===== config.mk =====
export PLATFORM = sky130hd
export DESIGN_NAME = sprite_move_ctrl
export DESIGN_NICKNAME = d
export VERILOG_FILES = /design/src/rtl/sprite_move_ctrl_pkg.sv /design/src/rtl/sprite_move_ctrl_dir_select.sv /design/src/rtl/sprite_move_ctrl.sv
export SDC_FILE = /design/constraint.sdc
export NUM_CORES = 1
export LEC_CHECK = 0
export BUFFER_PORTS_ARGS = -buffer_cell sky130_fd_sc_hd__buf_4
export CELL_PAD_IN_SITES_DETAIL_PLACEMENT = 1
export CELL_PAD_IN_SITES_GLOBAL_PLACEMENT = 1
export CORE_ASPECT_RATIO = 1.75
export CORE_MARGIN = 2
export CORE_UTILIZATION = 44
export DETAILED_ROUTE_END_ITERATION = 6
export GPL_TIMING_DRIVEN = 0
export PLACE_DENSITY_LB_ADDON = 0.15
export RECOVER_POWER = 100
export SLEW_MARGIN = 20
export SYNTH_ARGS = -nofsm -noshare
export SYNTH_HDL_FRONTEND = slang
export SYNTH_SLANG_ARGS = --single-unit

===== constraint.sdc =====
create_clock -name clk_100mhz -period 2.8 [get_ports clk_100mhz]
set_clock_uncertainty 0.1 [all_clocks]
set_input_delay 0.42 -clock clk_100mhz [delete_from_list [all_inputs] [get_ports clk_100mhz]]
set_output_delay 0.42 -clock clk_100mhz [all_outputs]
set_load 0.01 [all_outputs]

===== src/rtl/sprite_move_ctrl_pkg.sv =====
// Shared definitions for the sprite movement controller: direction encodings,
// FSM states and a one-hot test used when buffering joystick/AI requests.
package sprite_move_ctrl_pkg;

  localparam logic [3:0] DIR_UP    = 4'b0001;
  localparam logic [3:0] DIR_DOWN  = 4'b0010;
  localparam logic [3:0] DIR_LEFT  = 4'b0100;
  localparam logic [3:0] DIR_RIGHT = 4'b1000;
  localparam logic [3:0] DIR_STOP  = 4'b0000;

  typedef enum logic [1:0] {
    ST_IDLE   = 2'd0,
    ST_WAIT   = 2'd1,
    ST_DECIDE = 2'd2,
    ST_MOVE   = 2'd3
  } move_state_e;

  function automatic logic is_onehot(input logic [3:0] v);
    return (v != '0) && ((v & (v - 4'd1)) == '0);
  endfunction

endpackage


===== src/rtl/sprite_move_ctrl_dir_select.sv =====
// Direction arbitration: buffered request beats current heading; nothing legal means stop.
module sprite_move_ctrl_dir_select
  import sprite_move_ctrl_pkg::*;
(
  input  logic [3:0] next_dir,
  input  logic [3:0] cur_dir,
  input  logic [3:0] vm,
  output logic [3:0] dir,
  output logic       take_next
);

  always_comb begin
    take_next = |(next_dir & vm);
    dir       = DIR_STOP;
    if (take_next)          dir = next_dir;
    else if (|(cur_dir & vm)) dir = cur_dir;
  end

endmodule


===== src/rtl/sprite_move_ctrl.sv =====
// Per-sprite tile mover: on each game tick samples collision_detect's valid moves
// in its phase slot, picks a heading and steps the tile position (tunnel wrap on one row).
module sprite_move_ctrl
  import sprite_move_ctrl_pkg::*;
#(
  parameter logic [5:0] START_X   = 6'd13,
  parameter logic [4:0] START_Y   = 5'd23,
  parameter logic [3:0] START_DIR = 4'b0100,
  parameter int         GRID_W    = 28,
  parameter logic [4:0] TUNNEL_Y  = 5'd14,
  parameter logic [1:0] PHASE_SEL = 2'd0,
  parameter logic [2:0] SETTLE    = 3'd4
) (
  input  logic       clk_100mhz,
  input  logic       rst,
  input  logic [1:0] clk_100mhz_phase,
  input  logic       enable,
  input  logic       move_tick,
  input  logic [3:0] req_dir,
  input  logic [3:0] valid_moves,
  output logic [5:0] pos_x,
  output logic [4:0] pos_y,
  output logic [3:0] cur_dir,
  output logic       moved,
  output logic       busy,
  output logic       tick_missed
);

  localparam logic [5:0] X_MAX = 6'(GRID_W - 1);

  move_state_e state;
  logic [3:0]  next_dir, vm, dir_q, sel_dir;
  logic [2:0]  settle_cnt;
  logic        take_next;
  logic [5:0]  step_x;
  logic [4:0]  step_y;
  logic        step_ok;

  sprite_move_ctrl_dir_select u_dir_select (
    .next_dir  (next_dir),
    .cur_dir   (cur_dir),
    .vm        (vm),
    .dir       (sel_dir),
    .take_next (take_next)
  );

  // Candidate position for the decided heading; step_ok=0 means the sprite holds.
  always_comb begin
    step_x  = pos_x;
    step_y  = pos_y;
    step_ok = 1'b0;
    case (dir_q)
      DIR_UP:    if (pos_y != '0) begin step_y = pos_y - 5'd1; step_ok = 1'b1; end
      DIR_DOWN:  if (pos_y != '1) begin step_y = pos_y + 5'd1; step_ok = 1'b1; end
      DIR_LEFT:
        if (pos_x != '0) begin
          step_x = pos_x - 6'd1; step_ok = 1'b1;
        end else if (pos_y == TUNNEL_Y) begin
          step_x = X_MAX; step_ok = 1'b1;
        end
      DIR_RIGHT:
        if (pos_x < X_MAX) begin
          step_x = pos_x + 6'd1; step_ok = 1'b1;
        end else if (pos_y == TUNNEL_Y) begin
          step_x = '0; step_ok = 1'b1;
        end
      default: ;
    endcase
  end

  always_ff @(posedge clk_100mhz or posedge rst) begin
    if (rst) begin
      state       <= ST_IDLE;
      pos_x       <= START_X;
      pos_y       <= START_Y;
      cur_dir     <= START_DIR;
      next_dir    <= '0;
      vm          <= '0;
      dir_q       <= '0;
      settle_cnt  <= SETTLE;
      moved       <= 1'b0;
      busy        <= 1'b0;
      tick_missed <= 1'b0;
    end else begin
      moved       <= 1'b0;
      tick_missed <= move_tick && (state != ST_IDLE);
      if (settle_cnt < SETTLE) settle_cnt <= settle_cnt + 3'd1;
      case (state)
        ST_IDLE:
          if (move_tick && enable) begin
            state <= ST_WAIT;
            busy  <= 1'b1;
          end
        ST_WAIT:
          if (!enable) begin
            state <= ST_IDLE;
            busy  <= 1'b0;
          end else if (clk_100mhz_phase == PHASE_SEL && settle_cnt == SETTLE) begin
            vm    <= valid_moves;
            state <= ST_DECIDE;
          end
        ST_DECIDE:
          if (!enable) begin
            state <= ST_IDLE;
            busy  <= 1'b0;
          end else begin
            dir_q <= sel_dir;
            if (take_next) next_dir <= '0;
            state <= ST_MOVE;
          end
        ST_MOVE: begin
          cur_dir <= dir_q;
          if (step_ok) begin
            pos_x      <= step_x;
            pos_y      <= step_y;
            moved      <= 1'b1;
            settle_cnt <= '0;
          end
          state <= ST_IDLE;
          busy  <= 1'b0;
        end
        default: state <= ST_IDLE;
      endcase
      // A fresh request in the same cycle outranks consuming the old one.
      if (is_onehot(req_dir)) next_dir <= req_dir;
    end
  end

endmodule

==> impl_summary.txt, run 1 <==
----------------------------------------------------
[Run status]
  Outcome ... finished clean

[Run]
  Max-cap viol count ... 0

[Yosys]
  Netlist Area Pre-Place ... approximately 2200 µm²
  Proportion of synthesized area in mux cells ... roughly 5.6%
  Mean post-synth cell area ... about 10 µm²
  Synth Area in Compound Gates ... 19.43%
  Ys flop type ... sky130_fd_sc_hd__dfrtp_1
  Post-synthesis sequential area ratio ... approximately 41%
  Mapped Nets ... between 200 and 250
  Share of flip-flops with an asynchronous set or reset after synthesis ... 100.0%
  Number of library cell types mapped by synthesis ... between 50 and 60
  EDFF count, synth ... 0
  Synthesized instance count ... around 220
  Main combinational cell family by area after synthesis ... compound AO/OA/AOI/OAI gates
  Yosys warning count ... 0
  Area share of and/or/nand/nor cells after synthesis ... 18.11%
  Number of register bits inferred by synthesis ... 35
  Xor/xnor share of the synthesized area ... 3.209%
  Arithmetic-cell share of the synthesized area counting full adders, half adders and majority gates ... under 10%

[Route]
  Antenna Nets Post-Route ... 0
  DRT Pass-1 Iters ... 4
  Post-detailed-route via-to-cell ratio ... 5.811
  Count of routing violations after the opening detailed-route iteration ... about 60
  Routed Wire Length ... slightly above 5000 µm
  Detailed-route DRC error count ... 0
  Drt wl/cell ... between 15 and 20 µm
  Via count ... 1784

[Placement]
  Number of buffers inserted by port buffering ... 28
  RD Place Congestion ... ~0.80
  DP Worst Slack ... about 440 ps
  Placed wire-length estimate after detailed placement ... roughly 3800 µm

[STA]
  Least-Margin Pin Slew ... 1349 ps
  Total count of hold-check failures in the final report ... 0
  Final min period ... 2439 ps
  Number of max-slew violations in the final report ... 0
  Slew margin rel. ... under 10%
  Fin crit share ... between 80 and 90%
  Accumulated negative setup slack ... 0 ps
  Max Freq ... ~410 MHz
  Total of endpoints with negative setup slack in the final report ... 0
  Setup ws final ... about 360 ps
  Setup repair after global routing missed its margin ... false

[Cells and area]
  End-of-flow core utilization ... a little over half
  Number of diodes added for antenna fixing ... 0
  Area Overhead vs Synth ... 13.35%
  Final nets ... ~280
  Share of layout cells above drive strength 1 ... 18.82%

[Clock tree]
  Clock Tree Buf Depth ... 2
  Clock tree from TritonCTS ... yes
  CTS H-tree lvls ... 2
  Clock slew seen by the registers of the worst setup and hold paths ... around 80 ps
  CTS sink count ... 35
  Number of hold buffers added after cts ... 0
  Clock latency of the later-clocked register in the worst-skew pair ... 290 ps
  Post-CTS resize count ... 0
  Cell at the root of the clock tree ... sky130_fd_sc_hd__clkbuf_8
  Inserted Clock Buffers ... 5
  Number of setup buffers added after CTS ... 0

[GRT]
  First-pass GRT wire length ... approximately 9000 µm
  Vias in the first global route ... between 1500 and 2000
  GRT Total Usage ... approximately a fifth
  Leftover overflow at the end of global routing ... 0
  Largest net degree at the start of global routing ... 36
  Initial antenna violation count ... 0

[Die]
  Die width ... approximately 57 µm
  Die Outline Area ... about 5600 µm²
  Number of ports placed on the die boundary ... 32
  Initial Util ... between 40% and 50%
  Core outline area ... 4748 µm²
  Site Rows ... 33
  Vertical extent of the die ... between 90 and 100 µm

[Critical path]
  Element type at the critical path end ... flip-flop
  Slowest-stage cell, CP ... sky130_fd_sc_hd__dfrtp_1
  Critical path fanouts, max ... 8
  Largest stage delay on the critical path ... between 400 and 500 ps
  FF-to-FF setup slack ... approximately 360 ps
  Most common cell on crit path ... sky130_fd_sc_hd__o21ai_0
  Startpoint types ... flip-flop
  Startpoint of the worst register-to-register path ... dir_q[0]$_DFFE_PP0P_
  Category of the critical setup timing path ... flip-flop to flip-flop
  Critical Path, Cell by Cell ... nand2b_1 > or3_1 > ha_1 > nor2b_1 > o21ai_0 > and3_1 > o21ai_0 > xnor2_1
  Signal arrival time at the worst endpoint ... between 2000 and 3000 ps
  Worst r2r path cells ... 8
  Terminus of the critical flop-to-flop path ... pos_y[4]$_DFFE_PP1P_
  Worst EP required ... roughly 2900 ps

[Min path]
  Worst hold start ... valid_moves[3]
  Class of the tightest hold or removal check ... input port to flip-flop
  WHS Endpoint ... vm[3]$_DFFE_PP0P_
  WHS Path Cells ... 2

[Power and ir drop]
  Total power divided by cell area ... approximately 1000 nW/µm²
  Leakage power ... ~1.1 nW
  Worst VDD drop ... about 0.00052 V
  Overall power ... 0.002496 W

----------------------------------------------------
-- worst max-delay path: cells and delay by family, from the launching register on --
family | cells | cell delay [ps]
xor+xnor | 1 | 170
compound gates | 2 | 330
simple gates | 4 | 960
fa+ha+maj | 1 | 350
flops | 1 | 470
-- logic make-up (layout without fill, tap and decap cells) --
group,Yosys count,count (layout)
adders and majority gates,14,14
DFF,35,35
buffers and inverters,24,60
AOI/OAI and AO/OA,57,57
xor gates and xnor gates,8,8
and+or+nand+nor,70,70
muxes,11,11
-- layout by cell type (no fill, tap or decap), types with 4 or more instances in the layout --
cell type                  instances
sky130_fd_sc_hd__a21oi_1          13
sky130_fd_sc_hd__nor2_1           15
sky130_fd_sc_hd__dfstp_1           6
sky130_fd_sc_hd__dfrtp_1          26
sky130_fd_sc_hd__nor3_1            8
sky130_fd_sc_hd__mux2_2           10
sky130_fd_sc_hd__buf_2             4
sky130_fd_sc_hd__buf_4            15
sky130_fd_sc_hd__clkbuf_8          5
sky130_fd_sc_hd__nand2_1          15
sky130_fd_sc_hd__inv_1            15
sky130_fd_sc_hd__nand3_1           6
sky130_fd_sc_hd__o21ai_0          12
sky130_fd_sc_hd__clkbuf_1         18
sky130_fd_sc_hd__xnor2_1           6
sky130_fd_sc_hd__o31ai_1           6
sky130_fd_sc_hd__ha_1             12
sky130_fd_sc_hd__a211oi_1          4
sky130_fd_sc_hd__nor2b_1           4
-- power by group --
group / total (W) / internal [W] / switching (W)
logic: 0.00121 / 0.000554 / 0.000655
registers: 0.000920 / 0.000705 / 0.000214
clock network: 0.000367 / 0.000175 / 0.000192
total: 0.00250 / 0.00143 / 0.00106
-- cells in the mapped netlist, drive strengths merged (3+ instances only) --
library cell	count	area share, %
ha	12	6.9
o211ai	3	1.0
nand2	15	2.6
nand3	6	1.4
a211oi	4	1.6
a22oi	3	1.0
o31ai	7	2.6
nor2b	4	1.1
nor2	15	2.7
nor3b	3	1.0
mux2	10	5.2
a21oi	13	3.3
xnor2	6	2.4
nor3	11	3.2
buf	6	1.7
o21ai	13	3.3
inv	15	2.6
dfstp	9	11
a32o	3	1.4
dfrtp	26	30
clkbuf	3	0.52
-- per-layer routing --
| metal | share of wire [%] | up-vias | global-route usage, % | routed length (µm) |
|---|---|---|---|---|
| met1 | 40 | 878 | 21.78 | 2045 |
| met3 | 2.5 | 12 | 2.796 | 129 |
| met5 | 0 | - | 0 | 0 |
| li1 | - | 863 | - | - |
| met4 | 3.5 | 0 | 9.123 | 181 |
| met2 | 54 | 31 | 36.07 | 2768 |
-- cell type report --
cell class / count / area (µm²)
fill: 563 / 2273
clock buffer: 7 / 76.32
buffer: 9 / 46.29
tap: 52 / 65.06
timing repair buffer: 28 / 165.2
sequential: 35 / 887.1
multi-input combinational: 160 / 1174
inverter: 15 / 56.30
clock inverter: 1 / 5.005
-- registers in the layout, indices dropped and copies added, names as in the netlist --
register     cells
pos_x            6
tick_missed      1
state            2
vm               4
pos_y            5
moved            1
dir_q            4
settle_cnt       3
busy             1
cur_dir          4
next_dir         4
-- metrics by stage --
stage          std cells  instance area (µm²)  hold slack (ps)
6_report             307                 2475            254.8
5_1_grt              307                 2475            258.7
4_1_cts              307                 2540            192.6
3_5_place_dp         299                 2459            403.5
3_3_place_gp         299                 2459            397.1
2_1_floorplan        219                 2183            402.9
-- worst max path at each step --
| stage | from | slack [ps] | endpoint |
|---|---|---|---|
| 2_1_floorplan | dir_q[0]$_DFFE_PP0P_ | 650 | pos_y[4]$_DFFE_PP1P_ |
| 3_3_place_gp | dir_q[0]$_DFFE_PP0P_ | 470 | pos_y[4]$_DFFE_PP1P_ |
| 3_5_place_dp | dir_q[0]$_DFFE_PP0P_ | 440 | pos_y[4]$_DFFE_PP1P_ |
| 4_1_cts | dir_q[0]$_DFFE_PP0P_ | 440 | pos_y[4]$_DFFE_PP1P_ |
| 5_1_grt | dir_q[0]$_DFFE_PP0P_ | 220 | pos_y[4]$_DFFE_PP1P_ |
| 6_report | dir_q[0]$_DFFE_PP0P_ | 360 | pos_y[4]$_DFFE_PP1P_ |
No activity file was read; power rests on OpenSTA's default activity.
==> run 2, diff against run 1 <==
- CORE_UTILIZATION: 44 -> 46
- CTS_BUF_LIST: not set -> sky130_fd_sc_hd__clkbuf_2 sky130_fd_sc_hd__clkbuf_4 sky130_fd_sc_hd__clkbuf_8
==> run 2 against run 1 <==
Against the previous run: non-clock buffer count is the same; critical path depth is the same; clock power grew 4%; clock-buffer cell count is the same; hold slack gained 15 ps; sequential power grew 0.4%; sequential share of layout area shrank 0.11 points; first-iteration DRC count is the same; core utilization grew 1.6 points; die area shrank 4.1%; worst setup slack lost 21 ps; largest cell class unchanged.
==> impl_summary.txt, run 2 (synthesis results as in run 1) <==
----------------------------------------------------
[Route]
  Post-detailed-route via-to-cell ratio ... 6.029 (was 5.811)
  Detailed-route DRC error count ... 0 (unchanged)
  Routed Wire Length ... 5476 µm (was 5125 µm)
  DRT Pass-1 Iters ... 4 (unchanged)
  Count of routing violations after the opening detailed-route iteration ... 61 (unchanged)
  Drt wl/cell ... 17.84 µm (was 16.69 µm)
  Antenna Nets Post-Route ... 0 (unchanged)
  Via count ... 1851 (was 1784)

[Clock tree]
  Cell at the root of the clock tree ... sky130_fd_sc_hd__clkbuf_8 (unchanged)
  Clock slew seen by the registers of the worst setup and hold paths ... 70 ps (was 80 ps)
  CTS H-tree lvls ... 2 (unchanged)
  CTS sink count ... 35 (unchanged)
  Number of hold buffers added after cts ... 0 (unchanged)
  Clock Tree Buf Depth ... 2 (unchanged)
  Number of setup buffers added after CTS ... 0 (unchanged)
  Post-CTS resize count ... 0 (unchanged)
  Inserted Clock Buffers ... 5 (unchanged)
  Clock tree from TritonCTS ... yes (unchanged)
  Clock latency of the later-clocked register in the worst-skew pair ... 290 ps (about the same)

[Power and ir drop]
  Leakage power ... 1.087 nW (was 1.080 nW)
  Worst VDD drop ... 0.0006172 V (was 0.0005158 V)
  Net switching power of the design ... 0.001082 W (was 0.001062 W)
  Combinational share of power ... 48.6% (was 48.4%)
  Total power divided by cell area ... 1022 nW/µm² (was 1008 nW/µm²)
  Pint ... 0.001455 W (was 0.001434 W)
  Clock Power Share ... 15.0% (was 14.7%)
  Fraction of power spent switching nets ... 42.66% (was 42.54%)
  Reg power frac ... 36.4% (was 36.8%)

[Die]
  Initial Util ... 47.21% (was 45.98%)
  Vertical extent of the die ... 95.14 µm (was 97.19 µm)
  Site Rows ... 33 (unchanged)
  Number of ports placed on the die boundary ... 32 (unchanged)
  Die width ... 56.08 µm (was 57.25 µm)
  Die Outline Area ... 5335 µm² (was 5564 µm²)
  Core outline area ... 4624 µm² (was 4748 µm²)

[Critical path]
  Largest stage delay on the critical path ... 480 ps (was 470 ps)
  Critical Path, Cell by Cell ... nand2b_1 > or3_1 > ha_1 > nor2b_1 > o21ai_0 > a21oi_1 > o21ai_0 > xnor2_1 (was nand2b_1 > or3_1 > ha_1 > nor2b_1 > o21ai_0 > and3_1 > o21ai_0 > xnor2_1)
  Count of buffer and inverter cells on the critical path ... 0 (unchanged)
  Category of the critical setup timing path ... flip-flop to flip-flop (unchanged)
  Critical path fanouts, max ... 8 (unchanged)
  Worst EP required ... 2910 ps (was 2930 ps)
  Signal arrival time at the worst endpoint ... 2580 ps (was 2560 ps)
  Most common cell on crit path ... sky130_fd_sc_hd__o21ai_0 (unchanged)
  Crit path max-delay family ... simple AND/OR/NAND/NOR gates (unchanged)
  Element type at the critical path end ... flip-flop (unchanged)
  Slowest-stage cell, CP ... sky130_fd_sc_hd__dfrtp_1 (unchanged)
  Startpoint types ... flip-flop (unchanged)

[GRT]
  Vias in the first global route ... 2022 (was 1879)
  GRT Total Usage ... 22.38% (was 19.82%)
  Initial antenna violation count ... 0 (unchanged)
  First-pass GRT wire length ... 9356 µm (was 8756 µm)
  Leftover overflow at the end of global routing ... 0 (unchanged)
  Largest net degree at the start of global routing ... 36 (unchanged)

[STA]
  Fin crit share ... 87.89% (was 87.12%)
  Setup ws final ... 339.1 ps (was 360.5 ps)
  Final min period ... 2461 ps (was 2439 ps)
  Total count of hold-check failures in the final report ... 0 (unchanged)
  Setup repair after global routing missed its margin ... false (unchanged)
  Number of max-slew violations in the final report ... 0 (unchanged)
  Worst hold slack after final layout ... 269.5 ps (was 254.8 ps)
  Slew margin rel. ... 9.161% (was 9.996%)
  Least-Margin Pin Slew ... 1361 ps (was 1349 ps)
  Total of endpoints with negative setup slack in the final report ... 0 (unchanged)
  Max Freq ... 406.4 MHz (was 409.9 MHz)
  Accumulated negative setup slack ... 0 ps (unchanged)

[Run]
  Max-cap viol count ... 0 (unchanged)

[Placement]
  DP Worst Slack ... 395.7 ps (was 441.2 ps)
  Placed wire-length estimate after detailed placement ... 4105 µm (was 3764 µm)
  RD Place Congestion ... 0.8092 (was 0.8026)
  Number of buffers inserted by port buffering ... 28 (unchanged)

[Cells and area]
  Commonest non-fill, non-tap cells in the layout ... sky130_fd_sc_hd__dfrtp_1, sky130_fd_sc_hd__clkbuf_1 (unchanged)
  Most flops, register ... pos_x (unchanged)
  Area Overhead vs Synth ... 13.70% (was 13.35%)
  Most frequent standard cell in the layout excluding fill and tap cells ... sky130_fd_sc_hd__dfrtp_1 (unchanged)
  Final nets ... 281 (unchanged)
  Share of layout cells above drive strength 1 ... 19.61% (was 18.82%)
  Number of diodes added for antenna fixing ... 0 (unchanged)
  Largest registers ... pos_x (6), pos_y (5) (unchanged)
  Max reg flops ... 6 (unchanged)

[Run status]
  Outcome ... finished clean (unchanged)

[Min path]
  Class of the tightest hold or removal check ... input port to flip-flop (unchanged)

----------------------------------------------------
==> run 2: cell types whose count changed in the layout (fill, tap and decap cells not counted) <==
cell | previous run | this run
sky130_fd_sc_hd__clkbuf_4 | 1 | 3
sky130_fd_sc_hd__clkbuf_1 | 18 | 16
==> run 2: final cells by class <==
cell class                      count  area (µm²)
Buffer                              9       46.29
Inverter                           15       56.30
Sequential cell                    35       887.1
Multi-Input combinational cell    160        1174
Clock inverter                      1       5.005
Tap cell                           52       65.06
Timing Repair Buffer               28       165.2
Clock buffer                        7       83.83
Fill cell                         544        2142
==> run 2: worst paths after layout <==
| check | from | endpoint | slack, ps | depth (start not counted) |
|---|---|---|---|---|
| worst max-delay path | dir_q[0]$_DFFE_PP0P_ | pos_y[4]$_DFFE_PP1P_ | 340 | 8 |
| worst min-delay path | valid_moves[2] | vm[2]$_DFFE_PP0P_ | 270 | 2 |
| worst max register to register | dir_q[0]$_DFFE_PP0P_ | pos_y[4]$_DFFE_PP1P_ | 340 | 8 |
| worst min register to register | vm[1]$_DFFE_PP0P_ | vm[1]$_DFFE_PP0P_ | 450 | 1 |
| max in group asynchronous | rst | state[1]$_DFFE_PP0P_ | 1350 | 2 |
| min in group asynchronous | rst | pos_x[4]$_DFFE_PP0P_ | 430 | 2 |
==> run 2: metal layers <==
layer | vias to the layer above | share of wire [%] | wire, µm | GRT usage, %
met4 | 0 | 3.6 | 195 | 11.51
met1 | 931 | 37 | 2031 | 22.96
li1 | 863 | - | - | -
met2 | 39 | 57 | 3100 | 42.35
met3 | 18 | 2.7 | 149 | 4.206
met5 | - | 0 | 0 | 0
==> run 2: power groups by stage <==
stage               combinational (W)  clock, W  sequential [W]
global placement              0.00124         0        0.000928
floorplan                    0.000898         0        0.000918
CTS                           0.00131  0.000394        0.000932
finish                        0.00123  0.000381        0.000924
detailed placement            0.00129         0        0.000940
global route                  0.00138  0.000411        0.000954
==> run 2: through the flow <==
stage / total power (W) / util, % / cells / area, µm²
2_1_floorplan: 0.001816 / - / 219 / 2183
3_3_place_gp: 0.002171 / 53.17 / 299 / 2459
3_5_place_dp: 0.002233 / 53.17 / 299 / 2459
4_1_cts: 0.002631 / 55.09 / 307 / 2547
5_1_grt: 0.002748 / 53.68 / 307 / 2482
6_report: 0.002537 / 53.68 / 307 / 2482
==> run 3, diff against run 2 <==
- CORE_UTILIZATION: 46 -> 23
==> run 3 against run 2 <==
Against the previous run: clock-buffer cell count unchanged; sequential share of layout area is 1.5 points lower; worst setup slack worse by 23 ps; core utilization shrank 26 points; non-clock buffer count increased by 2; design area increased by 4.2%; critical path depth down 1; final cell count up 23%; via count down 3.8%; global-route usage down 10 points; highest routed layer unchanged.
==> impl_summary.txt, run 3 (synthesis results as in run 1) <==
----------------------------------------------------
[Placement]
  Placed Area ... 2566 µm² (was 2459 µm²)
  Number of buffers inserted by port buffering ... 28 (unchanged)
  Placed wire-length estimate after detailed placement ... 4430 µm (was 4105 µm)
  RD Place Congestion ... 0.7735 (was 0.8092)

[Run]
  Max-cap viol count ... 0 (unchanged)

[STA]
  Total of endpoints with negative setup slack in the final report ... 0 (unchanged)
  Accumulated negative setup slack ... 0 ps (unchanged)
  Number of max-slew violations in the final report ... 0 (unchanged)
  Slew margin rel. ... 13.17% (was 9.161%)
  Final min period ... 2484 ps (was 2461 ps)
  Max Freq ... 402.5 MHz (was 406.4 MHz)
  Total count of hold-check failures in the final report ... 0 (unchanged)
  Fin crit share ... 88.73% (was 87.89%)
  Least-Margin Pin Slew ... 1300 ps (was 1361 ps)
  Setup repair after global routing missed its margin ... false (unchanged)

[Route]
  DRT Pass-1 Iters ... 4 (unchanged)
  Count of routing violations after the opening detailed-route iteration ... 50 (was 61)
  Routed Wire Length ... 5755 µm (was 5476 µm)
  Detailed-route DRC error count ... 0 (unchanged)
  Via count ... 1781 (was 1851)
  Post-detailed-route via-to-cell ratio ... 4.699 (was 6.029)
  Drt wl/cell ... 15.18 µm (was 17.84 µm)
  Antenna Nets Post-Route ... 0 (unchanged)

[Cells and area]
  Number of diodes added for antenna fixing ... 0 (unchanged)
  Most frequent standard cell in the layout excluding fill and tap cells ... sky130_fd_sc_hd__dfrtp_1 (unchanged)
  Commonest non-fill, non-tap cells in the layout ... sky130_fd_sc_hd__dfrtp_1, sky130_fd_sc_hd__buf_4, sky130_fd_sc_hd__nand2_1, sky130_fd_sc_hd__clkbuf_1, sky130_fd_sc_hd__inv_1 (was sky130_fd_sc_hd__dfrtp_1, sky130_fd_sc_hd__clkbuf_1)
  Area Overhead vs Synth ... 18.51% (was 13.70%)
  Final instance area ... 2587 µm² (was 2482 µm²)
  Final nets ... 283 (was 281)
  Most flops, register ... pos_x (unchanged)
  Share of layout cells above drive strength 1 ... 19.84% (was 19.61%)
  Largest registers ... pos_x (6), pos_y (5) (unchanged)
  Max reg flops ... 6 (unchanged)
  Number of fill cells in the layout ... 1111 (was 544)
  End-of-flow core utilization ... 27.67% (was 53.68%)

[Clock tree]
  Clock Tree Buf Depth ... 2 (unchanged)
  Clock latency of the later-clocked register in the worst-skew pair ... 300 ps (was 290 ps)
  Number of hold buffers added after cts ... 1 (was 0)
  Clock slew seen by the registers of the worst setup and hold paths ... 80 ps (was 70 ps)
  CTS sink count ... 35 (unchanged)
  Number of setup buffers added after CTS ... 0 (unchanged)
  Post-CTS resize count ... 0 (unchanged)
  Inserted Clock Buffers ... 5 (unchanged)
  Cell at the root of the clock tree ... sky130_fd_sc_hd__clkbuf_8 (unchanged)
  CTS H-tree lvls ... 2 (unchanged)
  Clock tree from TritonCTS ... yes (unchanged)

[Critical path]
  Element type at the critical path end ... flip-flop (unchanged)
  Worst EP required ... 2880 ps (was 2910 ps)
  Signal arrival time at the worst endpoint ... 2560 ps (was 2580 ps)
  Startpoint types ... flip-flop (unchanged)
  Category of the critical setup timing path ... flip-flop to flip-flop (unchanged)
  Critical path fanouts, max ... 8 (unchanged)

[Power and ir drop]
  Total power divided by cell area ... 972.8 nW/µm² (was 1022 nW/µm²)
  Clock Power Share ... 15.5% (was 15.0%)
  Net switching power of the design ... 0.001063 W (was 0.001082 W)
  Worst VDD drop ... 0.0002668 V (was 0.0006172 V)
  Combinational share of power ... 48.2% (was 48.6%)
  Fraction of power spent switching nets ... 42.22% (was 42.66%)
  Reg power frac ... 36.3% (was 36.4%)
  Leakage power ... 1.105 nW (was 1.087 nW)
  Pint ... 0.001454 W (was 0.001455 W)

[Die]
  Die Outline Area ... 10320 µm² (was 5335 µm²)
  Core outline area ... 9350 µm² (was 4624 µm²)
  Vertical extent of the die ... 132.9 µm (was 95.14 µm)
  Die width ... 77.65 µm (was 56.08 µm)
  Number of ports placed on the die boundary ... 32 (unchanged)
  Site Rows ... 47 (was 33)
  Initial Util ... 23.35% (was 47.21%)

[GRT]
  Largest net degree at the start of global routing ... 29 (was 36)
  Initial antenna violation count ... 0 (unchanged)
  GRT Total Usage ... 12.27% (was 22.38%)
  First-pass GRT wire length ... 9798 µm (was 9356 µm)
  Vias in the first global route ... 1920 (was 2022)
  Leftover overflow at the end of global routing ... 0 (unchanged)

[Run status]
  Outcome ... finished clean (unchanged)

[Min path]
  Class of the tightest hold or removal check ... input port to flip-flop (unchanged)

----------------------------------------------------
## run 3: changes by cell type in the layout (fill, tap and decap cells not counted)
cell	change
sky130_fd_sc_hd__nor2_1	-1
sky130_fd_sc_hd__buf_4	+1
sky130_fd_sc_hd__a2bb2oi_4	-1
sky130_fd_sc_hd__dlygate4sd3_1	+1
sky130_fd_sc_hd__dfstp_2	-1
sky130_fd_sc_hd__dfstp_1	+1
sky130_fd_sc_hd__clkbuf_1	-1
sky130_fd_sc_hd__a2bb2oi_2	+1
sky130_fd_sc_hd__dlymetal6s2s_1	+1
sky130_fd_sc_hd__nor2_2	+1
## run 3: metrics by stage
| stage | setup slack, ps | hold WS [ps] | std cells | total power [W] |
|---|---|---|---|---|
| floorplan | 650.7 | 402.9 | 219 | 0.001816 |
| global placement | 446.3 | 403.8 | 369 | 0.002221 |
| detailed placement | 409.2 | 257.5 | 370 | 0.002246 |
| CTS | 380.0 | 242.4 | 379 | 0.002666 |
| global route | 133.6 | 233.1 | 379 | 0.002779 |
| finish | 315.6 | 254.3 | 379 | 0.002517 |
## run 3: worst paths after layout
check	start	end	slack (ps)	cells past startpoint
worst min register to register	vm[1]$_DFFE_PP0P_	vm[1]$_DFFE_PP0P_	440	1
worst max-delay path	pos_x[0]$_DFFE_PP1P_	pos_x[5]$_DFFE_PP0P_	320	7
max in group asynchronous	rst	vm[2]$_DFFE_PP0P_	520	4
min in group asynchronous	rst	state[1]$_DFFE_PP0P_	530	3
worst max register to register	pos_x[0]$_DFFE_PP1P_	pos_x[5]$_DFFE_PP0P_	320	7
worst min-delay path	valid_moves[3]	vm[3]$_DFFE_PP0P_	250	2
## run 3: per-layer routing
metal | GRT usage, % | wire length, µm
met1 | 12.24 | 2127
met5 | 0 | 0
met4 | 7.242 | 162
met2 | 22.70 | 3287
met3 | 2.592 | 177
## run 3: area by class of cell
class | count | area [µm²] | area share (%)
clock buffer | 7 | 83.83 | 3.240
timing repair buffer | 30 | 191.4 | 7.398
buffer | 9 | 46.29 | 1.789
clock inverter | 1 | 5.005 | 0.1934
tap | 122 | 152.6 | 5.899
multi-input combinational | 160 | 1165 | 45.02
inverter | 15 | 56.30 | 2.176
sequential | 35 | 887.1 | 34.28
## run 3: worst max-delay path, stage by stage (launching register included)
cell and delay [ps]:
sky130_fd_sc_hd__dfstp_1 670, sky130_fd_sc_hd__ha_1 280, sky130_fd_sc_hd__o211ai_1 130, sky130_fd_sc_hd__a21oi_1 330, sky130_fd_sc_hd__a2bb2oi_2 420, sky130_fd_sc_hd__or2_0 200
sky130_fd_sc_hd__buf_6 140, sky130_fd_sc_hd__o21ai_0 90
## run 3: power by group through the flow
stage          Combinational [W]  Clock (W)  Sequential, W
3_5_place_dp             0.00131          0       0.000940
5_1_grt                  0.00139   0.000441       0.000950
3_3_place_gp             0.00128          0       0.000940
2_1_floorplan           0.000898          0       0.000918
4_1_cts                  0.00132   0.000417       0.000933
6_report                 0.00121   0.000390       0.000913
